File: config.mk
export PLATFORM = sky130hd
export DESIGN_NAME = adc_seq
export DESIGN_NICKNAME = d
export VERILOG_FILES = /design/src/rtl/adc_pkg.sv /design/src/rtl/adc_stage_timer.sv /design/src/rtl/adc_seq.sv
export SDC_FILE = /design/constraint.sdc
export NUM_CORES = 1
export LEC_CHECK = 0
export ABC_AREA = 1
export CAP_MARGIN = 20
export CORE_UTILIZATION = 30
export CTS_CLUSTER_DIAMETER = 30
export DETAILED_ROUTE_END_ITERATION = 16
export SETUP_SLACK_MARGIN = 0.1
export SKIP_CTS_REPAIR_TIMING = 1
export SLEW_MARGIN = 40
export SYNTH_ARGS = -nofsm -noshare
export SYNTH_HDL_FRONTEND = slang
export SYNTH_SLANG_ARGS = --single-unit
File: constraint.sdc
create_clock -name clk -period 1.7 [get_ports clk]
set_clock_uncertainty 0.1 [all_clocks]
set_input_delay 0.34 -clock clk [delete_from_list [all_inputs] [get_ports clk]]
set_output_delay 0.34 -clock clk [all_outputs]
set_load 0.01 [all_outputs]
File: src/rtl/adc_pkg.sv
// Shared types and defaults for the intan stage sequencer.
package adc_pkg;

  typedef enum logic [2:0] {
    ST_IDLE,
    ST_CHECK,
    ST_CONF,
    ST_READ,
    ST_DONE
  } stage_e;

  localparam int KIND_NULL = 0;
  localparam int NCH_DEF   = 4;
  localparam int KW_DEF    = 2;
  localparam int TMO_DEF   = 65535;

  function automatic logic is_stage(input stage_e s);
    return (s == ST_CHECK) || (s == ST_CONF) || (s == ST_READ);
  endfunction

endpackage

File: src/rtl/adc_stage_timer.sv
// Saturating stage-cycle counter; expired marks the last cycle before a stage times out.
module adc_stage_timer
  import adc_pkg::*;
#(
  parameter int TMO = TMO_DEF
) (
  input  logic clk,
  input  logic rst,
  input  logic clear,
  output logic expired
);

  localparam int            CW   = $clog2(TMO);
  localparam logic [CW-1:0] LAST = CW'(TMO - 1);

  logic [CW-1:0] cnt_q, cnt_d;

  // NOTE: combinational blocks assign every output a default first so no path can infer a latch.
  always_comb begin
    cnt_d = cnt_q;
    if (clear) begin
      cnt_d = '0;
    end else if (cnt_q != LAST) begin
      cnt_d = cnt_q + CW'(1);
    end
  end

  // NOTE: state is updated only with non-blocking assignments so every flop samples pre-edge values.
  always_ff @(posedge clk or posedge rst) begin
    if (rst) begin
      cnt_q <= '0;
    end else begin
      cnt_q <= cnt_d;
    end
  end

  assign expired = (cnt_q == LAST);

endmodule

File: src/rtl/adc_seq.sv
// Stage sequencer: fans one upstream check/conf/read handshake out to NCH channels
// and folds their done levels back, masking empty or failed slots and timing out dead ones.
module adc_seq
  import adc_pkg::*;
#(
  parameter int NCH = NCH_DEF,
  parameter int KW  = KW_DEF,
  parameter int TMO = TMO_DEF
) (
  input  logic              clk,
  input  logic              rst,
  input  logic              fs_check,
  input  logic              fs_conf,
  input  logic              fs_read,
  output logic              fd_check,
  output logic              fd_conf,
  output logic              fd_read,
  output logic [NCH-1:0]    ch_fs_check,
  output logic [NCH-1:0]    ch_fs_conf,
  output logic [NCH-1:0]    ch_fs_read,
  input  logic [NCH-1:0]    ch_fd_check,
  input  logic [NCH-1:0]    ch_fd_conf,
  input  logic [NCH-1:0]    ch_fd_read,
  input  logic [NCH*KW-1:0] ch_kind,
  output logic [NCH*KW-1:0] dev_kind,
  output logic [NCH-1:0]    ch_err,
  output logic              err
);

  stage_e            state_q, state_d, stage_q, stage_d, fs_sel;
  logic [NCH-1:0]    ch_fs_q, ch_fs_d;
  logic              fd_q, fd_d, err_q, err_d;
  logic [NCH-1:0]    done_mask, err_mask, err_nx;
  logic [NCH*KW-1:0] kind_map;
  logic [NCH-1:0]    en, en_cfg, fd_cur, hit, done_nx;
  logic              fs_cur, in_stage, abort, upd, complete, timeout, expired;
  logic              start, start_check;

  adc_stage_timer #(.TMO(TMO)) u_timer (
    .clk     (clk),
    .rst     (rst),
    .clear   (!in_stage),
    .expired (expired)
  );

  always_comb begin
    fs_sel = ST_IDLE;
    if (fs_check)     fs_sel = ST_CHECK;
    else if (fs_conf) fs_sel = ST_CONF;
    else if (fs_read) fs_sel = ST_READ;
  end

  always_comb begin
    fs_cur = 1'b0;
    fd_cur = '0;
    unique case (stage_q)
      ST_CHECK: begin fs_cur = fs_check; fd_cur = ch_fd_check; end
      ST_CONF:  begin fs_cur = fs_conf;  fd_cur = ch_fd_conf;  end
      ST_READ:  begin fs_cur = fs_read;  fd_cur = ch_fd_read;  end
      default:  ;
    endcase
  end

  // A channel that answers on the timeout edge still counts as done.
  assign en          = (stage_q == ST_CHECK) ? '1 : en_cfg;
  assign hit         = en & fd_cur;
  assign done_nx     = done_mask | hit;
  assign complete    = &(done_nx | ~en);
  assign in_stage    = is_stage(state_q);
  assign abort       = in_stage && !fs_cur;
  assign upd         = in_stage && fs_cur;
  assign timeout     = upd && !complete && expired;
  assign start       = (state_q == ST_IDLE) && (fs_sel != ST_IDLE);
  assign start_check = (state_q == ST_IDLE) && (fs_sel == ST_CHECK);

  for (genvar i = 0; i < NCH; i++) begin : g_ch
    logic          done_q, done_d, err_q, err_d, lose;
    logic [KW-1:0] kind_q, kind_d;

    assign en_cfg[i] = (kind_q != KW'(KIND_NULL)) && !err_q;
    assign lose      = timeout && en[i] && !done_nx[i];

    always_comb begin
      done_d = done_q;
      kind_d = kind_q;
      err_d  = err_q;
      if (start)    done_d = 1'b0;
      else if (upd) done_d = done_nx[i];
      if (start_check) begin
        kind_d = KW'(KIND_NULL);
        err_d  = 1'b0;
      end else if (upd && (stage_q == ST_CHECK) && hit[i] && !done_q) begin
        kind_d = ch_kind[i*KW +: KW];
      end else if (lose) begin
        kind_d = KW'(KIND_NULL);
        err_d  = 1'b1;
      end
    end

    always_ff @(posedge clk or posedge rst) begin
      if (rst) begin
        done_q <= 1'b0;
        kind_q <= KW'(KIND_NULL);
        err_q  <= 1'b0;
      end else begin
        done_q <= done_d;
        kind_q <= kind_d;
        err_q  <= err_d;
      end
    end

    assign done_mask[i]          = done_q;
    assign err_mask[i]           = err_q;
    assign err_nx[i]             = err_d;
    assign kind_map[i*KW +: KW]  = kind_q;
  end

  always_comb begin
    state_d = state_q;
    stage_d = stage_q;
    ch_fs_d = ch_fs_q;
    fd_d    = fd_q;
    err_d   = |err_nx;
    unique case (state_q)
      ST_IDLE: begin
        fd_d    = 1'b0;
        ch_fs_d = '0;
        if (start) begin
          state_d = fs_sel;
          stage_d = fs_sel;
          ch_fs_d = (fs_sel == ST_CHECK) ? '1 : en_cfg;
        end
      end
      ST_CHECK, ST_CONF, ST_READ: begin
        if (abort) begin
          state_d = ST_IDLE;
          ch_fs_d = '0;
        end else if (complete || timeout) begin
          state_d = ST_DONE;
          ch_fs_d = '0;
          fd_d    = 1'b1;
        end else begin
          ch_fs_d = en;
        end
      end
      ST_DONE: begin
        ch_fs_d = '0;
        if (!fs_cur) begin
          fd_d    = 1'b0;
          state_d = ST_IDLE;
        end
      end
      default: state_d = ST_IDLE;
    endcase
  end

  always_ff @(posedge clk or posedge rst) begin
    if (rst) begin
      state_q <= ST_IDLE;
      stage_q <= ST_IDLE;
      ch_fs_q <= '0;
      fd_q    <= 1'b0;
      err_q   <= 1'b0;
    end else begin
      state_q <= state_d;
      stage_q <= stage_d;
      ch_fs_q <= ch_fs_d;
      fd_q    <= fd_d;
      err_q   <= err_d;
    end
  end

  // stage_q only changes while ch_fs_q and fd_q are low, so the gating cannot glitch.
  assign ch_fs_check = (stage_q == ST_CHECK) ? ch_fs_q : '0;
  assign ch_fs_conf  = (stage_q == ST_CONF)  ? ch_fs_q : '0;
  assign ch_fs_read  = (stage_q == ST_READ)  ? ch_fs_q : '0;
  assign fd_check    = fd_q && (stage_q == ST_CHECK);
  assign fd_conf     = fd_q && (stage_q == ST_CONF);
  assign fd_read     = fd_q && (stage_q == ST_READ);
  assign dev_kind    = kind_map;
  assign ch_err      = err_mask;
  assign err         = err_q;

endmodule

==> metrics, run 1 <==
status complete, but fails checks; failing checks setup timing; unrepaired setup endpoints after global routing yes; VDD IR max approximately 0.88 mV; total I/O pin count between 50 and 60; vias approximately 2800; crit path launch type register; Die H between 90 and 100 um; Root Driver clkbuf_8; starting density of the core between 30% and 40%; H-tree Lvls 2; Critical Path Fanout Max 8; total power ~0.0056 W; Nets ~510; CORE AREA 0.00818 mm^2; worst-skew pair later-pin latency approximately 300 ps; fmax between 500 and 600 MHz; post-route antenna net violation count 0; Pwr Density 1260 mW/mm^2; final setup fails 34; WL/cell 12.9 um; largest net degree at the start of global routing 44; GR Util All Layers between 15 and 20%; crit share post-route 110%; global-route wire length before repair ~12 mm; Mapped Avg Cell Area 7.20 um^2; leakage roughly 2.5 nW; Crit Path Category reg2reg; ys async rst share 100%; Pre-antenna DRT Iters 4; Critical Path RT around 1800 ps; Yosys warning count 0; EDFF count, synth 0; max-cap viol count 0; reg2reg path depth 13; Final Hold Vio Count 0; register area share after synthesis between 40% and 50%; Total Wirelength 7.63 mm; die area 0.00880 mm^2; via density per instance 4.72; syn nets 378; fin crit period approximately 1900 ps; initial antenna violation count 0; row cnt 33; Tightest Pin Transition 349 ps; Worst Slack Setup Final -167 ps; area delta synth->final 75.4%; TritonCTS clock tree yes; CTS Sinks 43; final std cell area, no fill approximately 0.0044 mm^2; clk buf depth 2; flops & latches, synth 43; initial DRC count 91; CP arrival 1970 ps; Chip Width around 94 um; vias in the first global route about 2600; Syn Inst Count between 300 and 400; synthesized area 0.00253 mm^2; main flop type after synthesis dfrtp_1; GRT overflow 0; Port Buf Inserts 52; DPL Wire Length about 5.3 mm; layout cells sized above 1 about 44%; dpl cell area 0.00356 mm^2; Slew Limit Fails 0; final core area utilization between 50% and 60%; CP endpoint kind register; Final GP Congestion between 0.8 and 0.9; clk slew on worst S/H paths ~90 ps; relative slew slack between 70% and 80%; Residual DRC 0; worst hold path class in2async; diode count 0; post-synth cell types 33; CTS Buf Count 5
-- critical path: stages (launching register included) --
cell and delay, ps:
dfrtp_2 450, inv_2 90, nand2_4 90, buf_6 150
inv_4 60, nand2_4 50, o211ai_4 80, nand2_2 110
clkinv_4 100, nand3b_1 140, nor2_2 180, nor2_2 50
nand3_1 60, nand2_1 50
-- cells by family after synthesis --
kind of cell,after synthesis,share of synthesized area [%]
AOI/OAI and AO/OA,34,8.61
xor gates and xnor gates,3,1.04
adders and majority gates,2,0.989
buffers and inverters,62,10.6
DFF,43,42.6
and+or+nand+nor,207,36.2
-- registers in the layout, summed over array words and instances, names as in the netlist --
signal and cells:
u_timer.cnt_q 16, g_ch.kind_q 8, ch_fs_q 4, g_ch.done_q 4, g_ch.err_q 4, state_q 3
stage_q 2, err 1, fd_q 1
-- through the flow --
stage	setup slack [ps]	setup TNS (ps)	hold WS (ps)	instances
2_1_floorplan	98.3	0	343	351
6_report	-167	-2860	282	592
3_3_place_gp	-296	-7240	361	556
5_1_grt	-299	-6230	312	592
4_1_cts	-530	-11780	302	564
3_5_place_dp	-309	-7540	362	556
-- final timing paths --
kind | from | endpoint | slack, ps
setup / recovery | stage_q[1]$_DFFE_PP0P_ | g_ch[3].kind_q[1]$_DFFE_PP0P_ | -170
hold / removal | rst | g_ch[0].kind_q[1]$_DFFE_PP0P_ | 280
setup reg to reg | stage_q[1]$_DFFE_PP0P_ | g_ch[3].kind_q[1]$_DFFE_PP0P_ | -170
hold reg to reg | state_q[0]$_DFFE_PP0P_ | state_q[0]$_DFFE_PP0P_ | 390
max in group asynchronous | rst | u_timer.cnt_q[3]$_DFFE_PP0P_ | 980
min in group clk | state_q[0]$_DFFE_PP0P_ | state_q[0]$_DFFE_PP0P_ | 390
-- where the power goes --
| part | switching, W | internal, W |
|---|---|---|
| Sequential | 0.000150 | 0.00118 |
| Combinational | 0.00174 | 0.00156 |
| Clock | 0.000391 | 0.000586 |
-- cell type report --
type	instances	area, um^2
Inverter	54	226
Clock buffer	5	68.8
Fill cell	732	3740
Clock inverter	3	67.6
Timing Repair Buffer	136	1230
Sequential cell	43	1080
Tap cell	105	131
Multi-Input combinational cell	246	1620
-- layer usage --
metal | global-route usage (%) | routed length (um)
met5 | 0 | 0
met4 | 4.23 | 110
met3 | 3.72 | 269
met2 | 28.8 | 3910
met1 | 21.2 | 3340
-- synth_stat cells, drive strengths merged, types with 2 or more instances --
| cell | count | area (um^2) |
|---|---|---|
| or2 | 4 | 25.0 |
| nand4 | 8 | 50.1 |
| nand3 | 39 | 195 |
| nor4 | 3 | 18.8 |
| o21ai | 11 | 55.1 |
| xor2 | 3 | 26.3 |
| inv | 54 | 205 |
| buf | 7 | 60.1 |
| a211oi | 2 | 15.0 |
| ha | 2 | 25.0 |
| nor2 | 52 | 215 |
| a21oi | 11 | 55.1 |
| nor3 | 4 | 25.0 |
| dfrtp | 43 | 1080 |
| nand2 | 95 | 372 |
| a31oi | 2 | 12.5 |
| o21bai | 4 | 30.0 |
-- cell usage in the layout, fill, tap and decap left out, types with 8 or more instances in the layout --
cell             count
nor2_2              12
nor2_4              17
buf_4               66
clkdlybuf4s50_1     24
nand4_1              8
nor2_1              23
inv_1               40
dlymetal6s2s_1      15
buf_6               20
nand2_2             12
dfrtp_1             38
nand3_2             12
nand2_1             78
inv_2                8
nand3_1             23
No activity file was read; power rests on OpenSTA's default activity.
==> inputs of run 2 (changes only) <==
- HOLD_SLACK_MARGIN: unset -> 0.05
==> results of run 2 <==
No change in the layout: final DEF, timing and power equal those of run 1.
